`src/rtl/config_frame_writer.sv`:
```
// Config frame writer: bitstream word stream in, FrameData/FrameStrobe out.
// Sync, header parse, then a framed strobe with setup/hold around it.
module config_frame_writer #(
  parameter int          FrameBitsPerRow = 32,
  parameter int          MaxFramesPerCol = 20,
  parameter int          NumColumns      = 8,
  parameter logic [31:0] SyncWord        = 32'hFAB0_FAB1,
  parameter int          StrobeCycles    = 1
) (
  input  logic                                  CLK,
  input  logic                                  resetn,
  input  logic [31:0]                           WriteData,
  input  logic                                  WriteStrobe,
  output logic                                  Ready,
  output logic [FrameBitsPerRow-1:0]            FrameData,
  output logic [NumColumns*MaxFramesPerCol-1:0] FrameStrobe,
  output logic                                  Synced,
  output logic                                  Error,
  output logic [15:0]                           FramesWritten
);

  localparam int StrobeW = NumColumns * MaxFramesPerCol;

  typedef enum logic [2:0] {
    UNSYNC,
    HDR,
    DATA,
    SETUP,
    STROBE,
    HOLD
  } state_t;

  state_t             state;
  logic [7:0]         colReg;
  logic [7:0]         frameReg;
  logic               skip;
  logic [3:0]         strobeCnt;
  logic [StrobeW-1:0] strobeSel;

  logic       accept;
  logic [3:0] opcode;
  logic [7:0] hdrCol;
  logic [7:0] hdrFrame;
  logic       inRange;
  logic       hdrGood;
  logic       hdrBad;
  logic       opDesync;
  logic       opNop;
  logic       unusedBits;

  assign Ready    = (state == UNSYNC) || (state == HDR) || (state == DATA);
  assign Synced   = (state != UNSYNC);
  assign accept   = WriteStrobe & Ready;
  assign opcode   = WriteData[31:28];
  assign hdrCol   = WriteData[15:8];
  assign hdrFrame = WriteData[7:0];
  assign inRange  = (hdrCol < 8'(NumColumns))
                 && (hdrFrame < 8'(MaxFramesPerCol));
  assign hdrGood  = (opcode == 4'h1) && inRange;
  assign hdrBad   = (opcode == 4'h1) && !inRange;
  assign opDesync = (opcode == 4'hF);
  assign opNop    = (opcode == 4'h0);
  assign unusedBits = &{1'b0, WriteData[27:16]};

  // One-hot select from the latched column/frame address.
  always_comb begin
    strobeSel = '0;
    for (int c = 0; c < NumColumns; c++) begin
      for (int f = 0; f < MaxFramesPerCol; f++) begin
        strobeSel[c*MaxFramesPerCol+f] = (colReg == 8'(c))
                                      && (frameReg == 8'(f));
      end
    end
  end

  always_ff @(posedge CLK or negedge resetn) begin
    if (!resetn) begin
      state         <= UNSYNC;
      colReg        <= '0;
      frameReg      <= '0;
      skip          <= 1'b0;
      strobeCnt     <= '0;
      FrameData     <= '0;
      FrameStrobe   <= '0;
      Error         <= 1'b0;
      FramesWritten <= '0;
    end else begin
      unique case (state)
        UNSYNC: begin
          if (accept && (WriteData == SyncWord)) state <= HDR;
        end
        HDR: begin
          if (accept) begin
            unique case (1'b1)
              hdrGood: begin
                colReg   <= hdrCol;
                frameReg <= hdrFrame;
                skip     <= 1'b0;
                state    <= DATA;
              end
              hdrBad: begin
                Error <= 1'b1;
                skip  <= 1'b1;
                state <= DATA;
              end
              opDesync: state <= UNSYNC;
              opNop:    state <= HDR;
              default: begin
                Error <= 1'b1;
                state <= UNSYNC;
              end
            endcase
          end
        end
        DATA: begin
          if (accept) begin
            if (skip) begin
              skip  <= 1'b0;
              state <= HDR;
            end else begin
              FrameData <= FrameBitsPerRow'(WriteData);
              state     <= SETUP;
            end
          end
        end
        SETUP: begin
          FrameStrobe <= strobeSel;
          strobeCnt   <= 4'(StrobeCycles - 1);
          if (FramesWritten != 16'hFFFF)
            FramesWritten <= FramesWritten + 16'd1;
          state <= STROBE;
        end
        STROBE: begin
          if (strobeCnt == 4'd0) begin
            FrameStrobe <= '0;
            state       <= HOLD;
          end else begin
            strobeCnt <= strobeCnt - 4'd1;
          end
        end
        HOLD: state <= HDR;
        default: state <= UNSYNC;
      endcase
    end
  end

endmodule

```
`config.mk`:
```
export PLATFORM = sky130hd
export DESIGN_NAME = config_frame_writer
export DESIGN_NICKNAME = d
export VERILOG_FILES = /design/src/rtl/config_frame_writer.sv
export SDC_FILE = /design/constraint.sdc
export NUM_CORES = 1
export LEC_CHECK = 0
export CAP_MARGIN = 20
export CORE_MARGIN = 2
export CORE_UTILIZATION = 45
export CTS_CLUSTER_SIZE = 30
export DETAILED_ROUTE_END_ITERATION = 8
export PLACE_DENSITY = 0.87
export SYNTH_ARGS = -nofsm -noshare
export SYNTH_HDL_FRONTEND = slang
export SYNTH_SLANG_ARGS = --single-unit
```
`constraint.sdc`:
```
create_clock -name CLK -period 4.8 [get_ports CLK]
set_input_delay 0.96 -clock CLK [delete_from_list [all_inputs] [get_ports CLK]]
set_output_delay 0.96 -clock CLK [all_outputs]
set_load 0.005 [all_outputs]
```
==> summary.txt, run 1 <==
Run status
  • Status: completed

Logic synthesis
  • Area leader, netlist: dfrtp_1
  • Synth unique cells: 52
  • Post-synthesis cell area: 0.00910 mm2
  • Synth warn: 0
  • Syn_area_per_cell: 12.5 um2
  • Mapped Cells: 730
  • Post-synthesis sequential area ratio: 0.641
  • Top_reg_cell synth: dfrtp_1
  • Post-synth EDFFs: 0
  • Post-synthesis net count: 768
  • Async set-reset flop share out of synthesis: 1.00
  • Share of the synthesized area in the top cell type: 0.641
  • Flops & latches, synth: 233
  • Synth area leaders: dfrtp_1 (64%), a22o_1 (9.2%), mux2_2 (4.8%), o21ai_0 (3.8%), nand2_1 (3.8%)

Drt
  • Routed Wire Length: 24800 um
  • DRC Markers: 0
  • Drt wl/cell: 19.7 um
  • DRT iter0 DRCs: 380
  • Vias/cell: 5.56
  • Final ANT Viol Nets: 0
  • Vias: 6992
  • 1st-pass router iterations: 4

Layout
  • Nets: 1008
  • Fill count: 1559
  • Multi-input logic area: 0.00311 mm2
  • P&R area growth vs syn: 38.8%
  • Fraction of layout cells with a size suffix above 1: 0.111
  • Flip-flop and latch area: 0.00583 mm2
  • # diodes: 0

Global routing
  • Vias in the first global route: 7004
  • Global-route wire length before repair: 38900 um
  • Initial antenna violation count: 0
  • Pin count of the biggest net entering global routing: 161
  • GR Overflow Total: 0
  • GR Util All Layers: 0.227

Power
  • Internal power: 3.15 mW
  • Switching Share: 0.204
  • PwrDens: 313 mW/mm2
  • Combinational fraction of design power: 0.021
  • P_sw: 808 uW
  • Sequential power share: 0.496
  • Leak pwr: 5.74 nW
  • Clk pwr share: 0.483
  • Worst vdd ir: 0.267 mV

Setup path
  • CP endpoint kind: output pin
  • Bufs and invs on worst path: 1
  • Max stage delay on crit path: 0.56 ns
  • CP arrival: 1.98 ns
  • Slowest-stage cell, CP: dfrtp_1
  • Worst-path cell chain: or3_1 > clkdlybuf4s50_1
  • CP max FO: 16
  • Startpoint Class: flop
  • Critical path type: flop to output pin
  • CP top delay family: flip-flops
  • Worst Path Required: 3.84 ns

CTS
  • Clk buf depth: 3
  • CTS buffer count: 24
  • Hold buffers post-CTS: 0
  • Clock slew at reported path FFs: 0.06 ns
  • Clk root buf: clkbuf_16
  • Clk_lat worst skew: 0.52 ns
  • H-tree lvl count: 1
  • Sink Count: 233
  • Setup bufs post-CTS: 0
  • CTS tree: done
  • Post-CTS sizing: 0

Floorplan
  • Die Span X: 146 um
  • Core Box Area: 0.0200 mm2
  • Ports: 246
  • Die Area: 0.0214 mm2
  • Starting density of the core: 0.454
  • Num rows: 52
  • Die Y: 146 um

Timing
  • Total negative slack: 0 ns
  • Worst relative slew slack: 0.296
  • Hold WS: 0.480 ns
  • Worst slew pin tran: 1.05 ns
  • Fin crit share: 0.612
  • Min Clock Period, post-route: 2.94 ns
  • Fin. max-slew vios: 0
  • Setup Viol. Count Final: 0
  • Skew final: 0.0242 ns
  • Max Fclk: 340 MHz
  • Fin. Hold Viols: 0
  • RSZ-0062 raised after global routing: false

Placement
  • IO Port Bufs: 245
  • RD Place Congestion: 0.815
  • Hpwl dp: 17000 um

Job
  • Maxcap violations: 0

Worst hold path
  • Worst min path class: flop to flop
==> state kept, by name, indices dropped and copies added, names as in the netlist, 3 cells and up <==
signal,flops
FrameData,32
FrameStrobe,160
FramesWritten,16
colReg,8
frameReg,8
state,3
strobeCnt,4
==> synth_stat cells, drive strengths merged, types with 2 or more instances <==
master	number
nand2b	3
ha	3
o21ai	70
nand4	7
dfrtp	233
a31oi	2
nand3b	3
nor3b	4
or4b	2
nor4b	3
nor2	28
and3	9
nor2b	4
clkbuf	16
a21oi	7
nor4	8
or3	3
nand3	13
or2	5
and2	15
nand2	92
inv	3
buf	19
mux2	42
nor3	11
a22o	96
xor2	14
or4	3
==> worst register-to-register path, stage by stage, from the launching register on <==
cell and delay (ns):
dfrtp_1 0.65, and3b_1 0.55, nand3b_1 0.37, nor2_2 0.59
a22o_1 0.22
==> final cells by class <==
cell class                 count  share of cell area
tap                          270              0.0267
clock inverter                12              0.0120
multi-input combinational    459               0.246
sequential                   233               0.461
timing repair buffer         249               0.199
clock buffer                  31              0.0536
inverter                       3            0.000891
==> through the flow <==
stage	cells	total power [mW]	area, um2	util	worst slack, ns
after global placement	1214	2.08	11800	0.589	1.80
after global routing	1257	4.10	12600	0.630	1.79
after CTS	1257	4.00	12600	0.630	1.84
final	1257	3.96	12600	0.630	1.86
after detailed placement	1214	2.08	11800	0.589	1.77
after floorplan	730	2.00	9100	-	2.44
==> routing by layer <==
layer	wire length, um	GRT usage
met1	10300	0.306
met2	12100	0.381
met3	1950	0.0513
met5	0	0
met4	380	0.0442
==> power by group through the flow <==
stage / Clock (mW) / Combinational, mW / Sequential, mW
after floorplan: 0 / 0.00426 / 2.00
after global placement: 0 / 0.0833 / 2.00
after detailed placement: 0 / 0.0846 / 2.00
after CTS: 1.96 / 0.0851 / 1.96
after global routing: 2.04 / 0.0936 / 1.96
final: 1.91 / 0.0826 / 1.96
==> kinds of logic after synthesis <==
| family | share of synthesized area |
|---|---|
| muxes | 0.0531 |
| xor gates and xnor gates | 0.0135 |
| AOI/OAI and AO/OA | 0.142 |
| and+or+nand+nor | 0.128 |
| adders and majority gates | 0.00412 |
| buffers and inverters | 0.0190 |
| DFF | 0.641 |
==> final timing paths <==
kind	start	to	slack (ns)	cells after the start
max	state[1]$_DFFE_PN0P_	Synced	1.86	2
min	FrameStrobe[93]$_DFFE_PN0P_	FrameStrobe[93]$_DFFE_PN0P_	0.48	2
max reg2reg	state[1]$_DFFE_PN0P_	FrameStrobe[126]$_DFFE_PN0P_	2.33	4
min reg2reg	FrameStrobe[93]$_DFFE_PN0P_	FrameStrobe[93]$_DFFE_PN0P_	0.48	2
max in group asynchronous	resetn	frameReg[0]$_DFFE_PN0P_	3.18	2
min in group asynchronous	resetn	FrameStrobe[151]$_DFFE_PN0P_	0.56	1
==> layout by cell type (no fill, tap or decap), types with 2 or more instances in the layout <==
cell type        synthesis  final
or4_1                    2      2
bufinv_16                0      3
dfrtp_1                233    233
nor4_1                   7      7
inv_1                    3      3
and2_1                  15     15
buf_4                    4      2
clkinvlp_4               0      2
nand3b_1                 3      3
nor2_2                   6      6
nor2b_1                  4      4
and3_1                   9      9
nor3_1                   9      9
nand2b_1                 3      3
or3_1                    3      3
mux2_2                  39     39
or2_2                    5      5
clkbuf_16                0     24
nor2_1                  17     17
xor2_1                  14     14
clkbuf_1                16      2
mux2_1                   3      3
clkinv_2                 0      6
nand2_1                 92     92
clkbuf_8                 0      5
nand3_1                 12     12
a22o_1                  96     96
a21oi_1                  7      7
buf_12                   0      2
nand4_1                  7      7
o21ai_0                 70     70
clkdlybuf4s50_1          0    244
nor3b_1                  3      3
nor4b_1                  3      3
nor2_4                   5      5
ha_1                     3      3
No activity file was read; power rests on OpenSTA's default activity.
==> run 2, diff against run 1 <==
Settings changed: CORE_UTILIZATION 45 to 44, PLACE_DENSITY 0.87 to 0.89.
Clock period 4.8 ns to 2.7 ns, I/O delays scaled along.
==> run 2 against run 1 <==
  * Final cell count rose by 1.1%
  * Global-route usage rose by 0.56 points
  * Critical endpoint unchanged
  * Total power rose by 75%
  * Worst hold slack got worse by 0.46 ns
  * Routed wire length rose by 3.1%
  * Critical path depth rose by 1
  * Clock-buffer cell count rose by 1
  * Critical path type unchanged
  * Clock power rose by 71%
  * Utilization fell by 0.27 points
  * First-iteration DRC count rose by 17%
==> summary.txt, run 2 (same netlist as run 1, synthesis figures left out) <==
Run status
  • Status: completed (unchanged)

CTS
  • Clk_lat worst skew: 0.52 ns (about the same)
  • Setup bufs post-CTS: 0 (unchanged)
  • Post-CTS sizing: 0 (unchanged)
  • H-tree lvl count: 1 (unchanged)
  • Clock slew at reported path FFs: 0.06 ns (about the same)
  • Hold buffers post-CTS: 0 (unchanged)
  • CTS tree: done (unchanged)
  • Clk root buf: clkbuf_16 (unchanged)
  • CTS buffer count: 24 (unchanged)
  • Clk buf depth: 3 (unchanged)
  • Sink Count: 233 (unchanged)

Floorplan
  • Die Area: 0.0219 mm2 (was 0.0214 mm2)
  • Ports: 246 (unchanged)
  • Die Span X: 148 um (was 146 um)
  • Starting density of the core: 0.448 (was 0.454)
  • Core Box Area: 0.0203 mm2 (was 0.0200 mm2)
  • Num rows: 52 (unchanged)
  • Die Y: 148 um (was 146 um)

Drt
  • DRC Markers: 0 (unchanged)
  • Final ANT Viol Nets: 0 (unchanged)
  • Drt wl/cell: 20.1 um (was 19.7 um)
  • Vias: 7099 (was 6992)
  • DRT iter0 DRCs: 443 (was 380)
  • Vias/cell: 5.59 (was 5.56)
  • Routed Wire Length: 25500 um (was 24800 um)
  • 1st-pass router iterations: 5 (was 4)

Setup path
  • Slowest-stage cell, CP: clkdlybuf4s50_1 (was dfrtp_1)
  • Critical path type: flop to output pin (unchanged)
  • Worst-path cell chain: buf_4 > or3_1 > clkdlybuf4s50_1 (was or3_1 > clkdlybuf4s50_1)
  • Worst Path Required: 2.16 ns (was 3.84 ns)
  • CP endpoint kind: output pin (unchanged)
  • CP top delay family: buffers and inverters (was flip-flops)
  • Max stage delay on crit path: 0.47 ns (was 0.56 ns)
  • Startpoint Class: flop (unchanged)
  • CP max FO: 11 (was 16)
  • CP arrival: 1.99 ns (was 1.98 ns)
  • Critical path depth: 3 (was 2)
  • Bufs and invs on worst path: 2 (was 1)
  • Worst R2R Path Depth: 5 (was 4)

Power
  • Worst vdd ir: 0.502 mV (was 0.267 mV)
  • Leak pwr: 5.81 nW (was 5.74 nW)
  • PwrDens: 542 mW/mm2 (was 313 mW/mm2)

Layout
  • Flip-flop and latch area: 0.00583 mm2 (unchanged)
  • Most frequent cells in the layout: clkdlybuf4s50_1 (244), dfrtp_1 (233), a22o_1 (96) (unchanged)
  • Multi-input logic area: 0.00311 mm2 (unchanged)
  • P&R area growth vs syn: 40.0% (was 38.8%)
  • Fraction of layout cells with a size suffix above 1: 0.124 (was 0.111)
  • Fill count: 1527 (was 1559)
  • # diodes: 0 (unchanged)
  • Most flops, register: FrameStrobe (unchanged)
  • Number of flip-flops in the largest register: 160 (unchanged)
  • Nets: 1023 (was 1008)
  • Biggest regs: FrameStrobe (160), FrameData (32), FramesWritten (16) (unchanged)
  • Most common cell after layout, fill and taps aside: clkdlybuf4s50_1 (unchanged)

Timing
  • Total negative slack: 0 ns (unchanged)
  • Worst slew pin tran: 0.608 ns (was 1.05 ns)
  • Skew final: 0.0109 ns (was 0.0242 ns)
  • Worst relative slew slack: 0.595 (was 0.296)
  • Fin. max-slew vios: 0 (unchanged)
  • Setup Viol. Count Final: 0 (unchanged)
  • Fin. Hold Viols: 0 (unchanged)
  • Fin crit share: 0.936
  • RSZ-0062 raised after global routing: false (unchanged)
  • Min Clock Period, post-route: 2.53 ns
  • PnR worst setup slack: 0.173 ns (was 1.86 ns)
  • Max Fclk: 396 MHz

Global routing
  • GR Util All Layers: 0.232 (was 0.227)
  • Global-route wire length before repair: 40000 um (was 38900 um)
  • Initial antenna violation count: 0 (unchanged)
  • GR Overflow Total: 0 (unchanged)
  • Vias in the first global route: 7139 (was 7004)
  • Pin count of the biggest net entering global routing: 95 (was 161)

Worst hold path
  • Worst min path class: input port to asynchronous set/reset pin (was flop to flop)

Placement
  • IO Port Bufs: 245 (unchanged)
  • Pre-CTS WS: 0.136 ns (was 1.77 ns)
  • RD Place Congestion: 0.818 (was 0.815)
  • Hpwl dp: 17700 um (was 17000 um)

Job
  • Maxcap violations: 0 (unchanged)
[run 2: changes by cell type in the layout (fill, tap and decap cells not counted), sizes merged]
cell | previous run | this run
clkinvlp | 2 | 3
clkinv | 7 | 6
clkbuf | 31 | 32
buf | 5 | 20
bufinv | 3 | 1
[run 2: final cells by class]
type	instances	share of cell area
multi-input combinational	459	0.244
clock buffer	32	0.0551
clock inverter	10	0.00677
sequential	233	0.457
tap	270	0.0265
timing repair buffer	264	0.209
inverter	3	0.000884
[run 2: metrics by stage]
step	area (um2)	std cells	power (mW)	utilization	hold slack [ns]
6_report	12700	1271	6.91	0.628	0.0181
5_1_grt	12700	1271	7.12	0.628	0.0682
4_1_cts	12700	1271	6.96	0.628	0.0286
3_5_place_dp	12000	1229	3.72	0.589	0.452
3_3_place_gp	12000	1229	3.71	0.589	0.455
2_1_floorplan	9100	730	3.56	-	0.244
[run 2: where the power goes]
group | switching, mW | leakage [nW] | internal (mW)
combinational | 0.0937 | 2.16 | 0.0604
sequential | 0.00000000110 | 3.26 | 3.49
clock | 1.35 | 0.385 | 1.92
total | 1.44 | 5.81 | 5.47
[run 2: layer usage]
metal  routed length [um]  track usage  vias to the layer above
met4                  641       0.0571                        0
met2                12500        0.389                      336
met1                10400        0.315                     3571
met3                 2000       0.0448                       45
met5                    0            0                        -
li1                     -            -                     3147
[run 2: final timing paths]
| path | from | endpoint | slack [ns] |
|---|---|---|---|
| setup / recovery | state[1]$_DFFE_PN0P_ | Synced | 0.17 |
| hold / removal | resetn | FramesWritten[14]$_DFFE_PN0P_ | 0.02 |
| setup reg to reg | state[2]$_DFFE_PN0P_ | FrameStrobe[5]$_DFFE_PN0P_ | 0.46 |
| hold reg to reg | Error$_DFFE_PN0P_ | Error$_DFFE_PN0P_ | 0.48 |
| max in group asynchronous | resetn | FrameStrobe[88]$_DFFE_PN0P_ | 1.99 |
| min in group CLK | Error$_DFFE_PN0P_ | Error$_DFFE_PN0P_ | 0.48 |
==> edit 1: new RTL, config.mk and constraints of run 2 <==
Change the parameter `NumColumns` from 8 to 9.
--- a/src/rtl/config_frame_writer.sv
+++ b/src/rtl/config_frame_writer.sv
@@ -4,5 +4,5 @@
   parameter int          FrameBitsPerRow = 32,
   parameter int          MaxFramesPerCol = 20,
-  parameter int          NumColumns      = 8,
+  parameter int          NumColumns      = 9,
   parameter logic [31:0] SyncWord        = 32'hFAB0_FAB1,
   parameter int          StrobeCycles    = 1
Ports: changed (resized FrameStrobe); port bits go from 246 to 266. The function was not compared with the original's and may differ.
==> edit 1 against run 2 <==
Final area rose by 7.6%. Die area rose by 7.1%. Utilization barely moved. Wire length rose by 13%. Via count rose by 7.6%. Worst setup slack improved by 0.068 ns. Largest cell class unchanged. Critical path depth did not move. Area after synthesis rose by 7.3%. Sequential cell count rose by 20. Register-to-register slack got worse by 0.11 ns.
Power is not compared: it rests on default switching activity, and its combinational part moved more than twofold at a synthesized area within 25%.
==> edit 1: results (changes against run 2) <==
[global_route]
antenna_found_initial = 0  ; unchanged
grt_max_degree = 92  ; was 95
grt_pass1_vias = 7795  ; was 7139
grt_pass1_wl_um = 45280  ; was 40030 um
grt.total_usage = 0.2420  ; was 0.2321

[clocking]
clkLatencyLatePin_ns = 0.52  ; about the same
clk_pin_slew_ns = 0.06  ; about the same
clk_path_buf_depth = 3  ; unchanged
cts_resized = 0  ; unchanged
cts_max_level = 1  ; unchanged
cts_made_buffers = 25  ; was 24
postCtsSetupBuffers = 0  ; unchanged
cts-root-buf = clkbuf_16  ; unchanged
cts_hold_buf = 1  ; was 0

[worst_setup_path]
crit_fanout = 16  ; was 11
rr_worst_depth = 4  ; was 5
crit_slowest_cell = dfrtp_1  ; was clkdlybuf4s50_1
critPathMaxStageDelay_ns = 0.54  ; was 0.47 ns
cp.arrival_ns = 1.92  ; was 1.99 ns

[synth]
synth_warnings = 0  ; unchanged
synth_cell_types = 46  ; was 52
async_flop_share = 1.000  ; unchanged
syn-mean-instance-area_um2 = 12.80  ; was 12.47 um2
ys_top_cells_by_area = dfrtp_1 65%, a22o_1 13%, mux2_2 5.1%  ; was dfrtp_1 64%, a22o_1 9.2%, mux2_2 4.8%
yosys-top-cells-count = 253 x dfrtp_1, 140 x a22o_1, 60 x nand2_1, 44 x mux2_2, 43 x clkbuf_1  ; was 233 x dfrtp_1, 96 x a22o_1, 92 x nand2_1, 70 x o21ai_0, 39 x mux2_2
synthFlopType = dfrtp_1  ; unchanged
synth_nets = 801  ; was 768
ys_seq_area_frac = 0.6481  ; was 0.6405

[sta]
worstMarginPinSlew_ns = 0.8324  ; was 0.6081 ns
skew_ns = 0.01284  ; was 0.01086 ns

[drt]
vias = 7641  ; was 7099
vias_per_cell = 5.711  ; was 5.585
dr.pass1.iters = 5  ; unchanged
drt-initial-drc-count = 557  ; was 443
wl_um = 28910  ; was 25550 um

[place]
place_inst = 1297  ; was 1229
dp_slack_ns = 0.2466  ; was 0.1361 ns
gp_congestion = 0.8643  ; was 0.8176
io_buffers = 265  ; was 245
place_area_um2 = 12950  ; was 11960 um2
hpwl_um = 19740  ; was 17700 um

[power_and_ir_drop]
p_leak_uw = 0.006175
vdd_ir_drop_max_mv = 0.4825
power.density_nw_per_um2 = 676.2

[final_layout]
n_antenna_cell = 0  ; unchanged
n_fill_cell = 1626  ; was 1527
largestRegisters = FrameStrobe x180, FrameData x32, FramesWritten x16  ; was FrameStrobe x160, FrameData x32, FramesWritten x16
fin_nets = 1083  ; was 1023
layout-drive-gt1-share = 0.1333  ; was 0.1239

[hold_path]
hold_path.class = flop to flop  ; was primary input to async pin
holdPathStages = 2

[run_status]
status = finished, final reports clean  ; unchanged

[edit 1: final timing paths]
path | start | slack [ns] | endpoint
max | state[1] | 0.24 | Synced
min | FrameStrobe[146] | 0.48 | FrameStrobe[146]
max reg2reg | colReg[7] | 0.35 | FrameStrobe[133]
min reg2reg | FrameStrobe[146] | 0.48 | FrameStrobe[146]
max in group asynchronous | resetn | 1.31 | strobeCnt[3]
min in group asynchronous | resetn | 0.58 | FrameData[23]
[edit 1: logic make-up (layout without fill, tap and decap cells)]
kind of cell	count (synthesis)	after routing	synth area share
flip-flops	253	253	0.6481
AO/OA/AOI/OAI	199	199	0.1589
AND/OR/NAND/NOR	190	190	0.1008
buffers and inverters	57	352	0.02241
multiplexers	44	44	0.05072
XOR/XNOR	17	17	0.01524
adder cells (fa/ha/maj)	3	3	0.003843
[edit 1: area by class of cell]
class,count,share of cell area
Clock buffer,31,0.04873
Clock inverter,9,0.005841
Inverter,6,0.001643
Multi-Input combinational cell,453,0.2373
Sequential cell,253,0.4618
Tap cell,280,0.02555
Timing Repair Buffer,306,0.2192
[edit 1: worst max-delay path: cells and delay by family (launching register included)]
kind	cells	cell delay, ns
buffers and inverters	2	0.55
DFF	1	0.54
and+or+nand+nor	1	0.31
[edit 1: routing by layer]
| layer | share of wire | vias up | global-route usage |
|---|---|---|---|
| li1 | - | 3344 | - |
| met1 | 0.42 | 3918 | 0.3237 |
| met2 | 0.49 | 311 | 0.4023 |
| met3 | 0.056 | 68 | 0.04338 |
| met4 | 0.036 | 0 | 0.08201 |
| met5 | 0 | - | 0 |
[edit 1: report_power, final]
group	leakage, uW	total (uW)	internal [uW]	switching (uW)
clock	0.000369	3260	1840	1420
combinational	0.00231	1710	868	839
sequential	0.00350	4310	4070	231
==> edit 2: new RTL, settings of run 2 <==
Made on the original files. Re-encode `state_t` (6 states) as one-hot, 6 bits wide.
--- a/src/rtl/config_frame_writer.sv
+++ b/src/rtl/config_frame_writer.sv
@@ -22,11 +22,11 @@
   localparam int StrobeW = NumColumns * MaxFramesPerCol;
 
-  typedef enum logic [2:0] {
-    UNSYNC,
-    HDR,
-    DATA,
-    SETUP,
-    STROBE,
-    HOLD
+  typedef enum logic [5:0] {
+    UNSYNC = 6'b000001,
+    HDR    = 6'b000010,
+    DATA   = 6'b000100,
+    SETUP  = 6'b001000,
+    STROBE = 6'b010000,
+    HOLD   = 6'b100000
   } state_t;
 
Behaviour: no difference found for any inputs over 4 cycles, from zero or initial values and one cycle with resetn low; so few cycles prove little.
==> edit 2 against run 2 <==
The run now ends with hold timing left. Wire length up 9.3%. Worst setup slack worse by 0.051 ns. Area after synthesis up 2.6%. Sequential share of layout area down 0.70 points. Critical path depth up 1. Die area up 2.5%. Final area up 2.9%. Sequential cell count up 3. First-iteration DRC count down 5.0%.
Power is not compared: it rests on default switching activity, and its combinational part moved more than twofold at a synthesized area within 25%.
==> edit 2: results (changes against run 2) <==
[global_route]
grt_pass1_wl_um = 43900  ; was 40030 um
grt_max_degree = 123  ; was 95
grt_pass1_vias = 7831  ; was 7139
grt.total_usage = 0.2504  ; was 0.2321

[drt]
vias = 7592  ; was 7099
wl_met1_um = 11050  ; was 10390 um
drt-initial-drc-count = 421  ; was 443
wl_per_cell_um = 20.33  ; was 20.10 um
wl_met3_um = 2592  ; was 1995 um
routed-wl-met2_um = 13650  ; was 12520 um

[sta]
hold_viol = 11  ; was 0
holdWs_ns = -0.009877  ; was 0.01809 ns
skew_ns = 0.01395  ; was 0.01086 ns
worstMarginPinSlew_ns = 0.9997  ; was 0.6081 ns

[synth]
synth_cell_types = 60  ; was 52
synth_nets = 861  ; was 768
syn-mean-instance-area_um2 = 11.35  ; was 12.47 um2
yosys-top-cells-count = 235 x dfrtp_1, 164 x nand2_1, 110 x o21ai_0, 37 x a22o_1, 36 x mux2_2  ; was 233 x dfrtp_1, 96 x a22o_1, 92 x nand2_1, 70 x o21ai_0, 39 x mux2_2
ys_seq_area_frac = 0.6324  ; was 0.6405

[place]
place_area_um2 = 12200  ; was 11960 um2
hpwl_um = 19410  ; was 17700 um
place_inst = 1327  ; was 1229
gp_congestion = 0.8389  ; was 0.8176

[worst_setup_path]
rrSetupSlack_ns = 0.16  ; was 0.46 ns
crit_fanout = 6  ; was 11
critPathMaxStageDelay_ns = 0.50  ; was 0.47 ns
cp.arrival_ns = 2.04  ; was 1.99 ns
cp-startpoint = state[3]  ; was state[1]
regToRegEndpoint = FrameStrobe[74]  ; was FrameStrobe[5]

[run_status]
status = finished, violations left  ; was finished, final reports clean
violations = hold timing

[final_layout]
layout-drive-gt1-share = 0.1111  ; was 0.1239
largestRegisters = FrameStrobe x160, FrameData x32, FramesWritten x16  ; unchanged
stdcell_count = 1373  ; was 1271

-- edit 2: cell types whose count changed in the layout (fill, tap and decap cells not counted), moves of 9 or more --
cell     before  now
nand2_1      92  164
xnor2_1       0   12
o21ai_0      70  110
nand3_1      12   23
nor2_1       17   26
a22o_1       96   37
o21ai_1       0   14
xor2_1       14    4
-- edit 2: final cells by class --
class	count	area, um2	area share
clock buffer	35	733.2	0.05592
clock inverter	10	161.4	0.01231
inverter	8	30.03	0.002290
multi-input combinational	544	3268	0.2492
sequential	236	5907	0.4505
tap	275	344.1	0.02624
timing repair buffer	265	2669	0.2035
-- edit 2: through the flow --
stage	setup TNS (ns)	setup slack [ns]	hold slack, ns
global route	-0.1124	-0.05917	0.02311
global placement	0	0.05221	0.4621
CTS	0	0.1183	0.005307
detailed placement	-0.09724	-0.02249	0.4623
floorplan	0	0.6015	0.2444
finish	0	0.1223	-0.009877
-- edit 2: cells by family (layout without fill, tap and decap cells) --
kind of cell,count (synthesis),in the layout,share of synthesized area
fa+ha+maj,3,3,0.004019
flops,236,236,0.6324
mux,41,41,0.05023
simple gates,297,297,0.1536
compound gates,186,187,0.1242
buf+inv,44,318,0.02050
xor+xnor,16,16,0.01500
-- edit 2: what timing repair did --
| action | CTS | global route |
|---|---|---|
| endpoints found under the setup margin | 4 | 5 |
| gates resized for setup | 2 | 0 |
| pin swaps | 1 | 0 |
| hold buffers | 0 | 0 |
| gates cloned | 1 | 0 |
-- edit 2: metal layers --
metal	track usage	up-vias
li1	-	3397
met1	0.3137	3788
met2	0.4250	364
met3	0.07470	43
met4	0.06745	0
met5	0	-
-- edit 2: power breakdown --
part | switching [uW] | internal, uW | leakage [uW]
registers | 35.0 | 3580 | 0.00329
logic | 232 | 214 | 0.00206
clock network | 1400 | 2280 | 0.000431
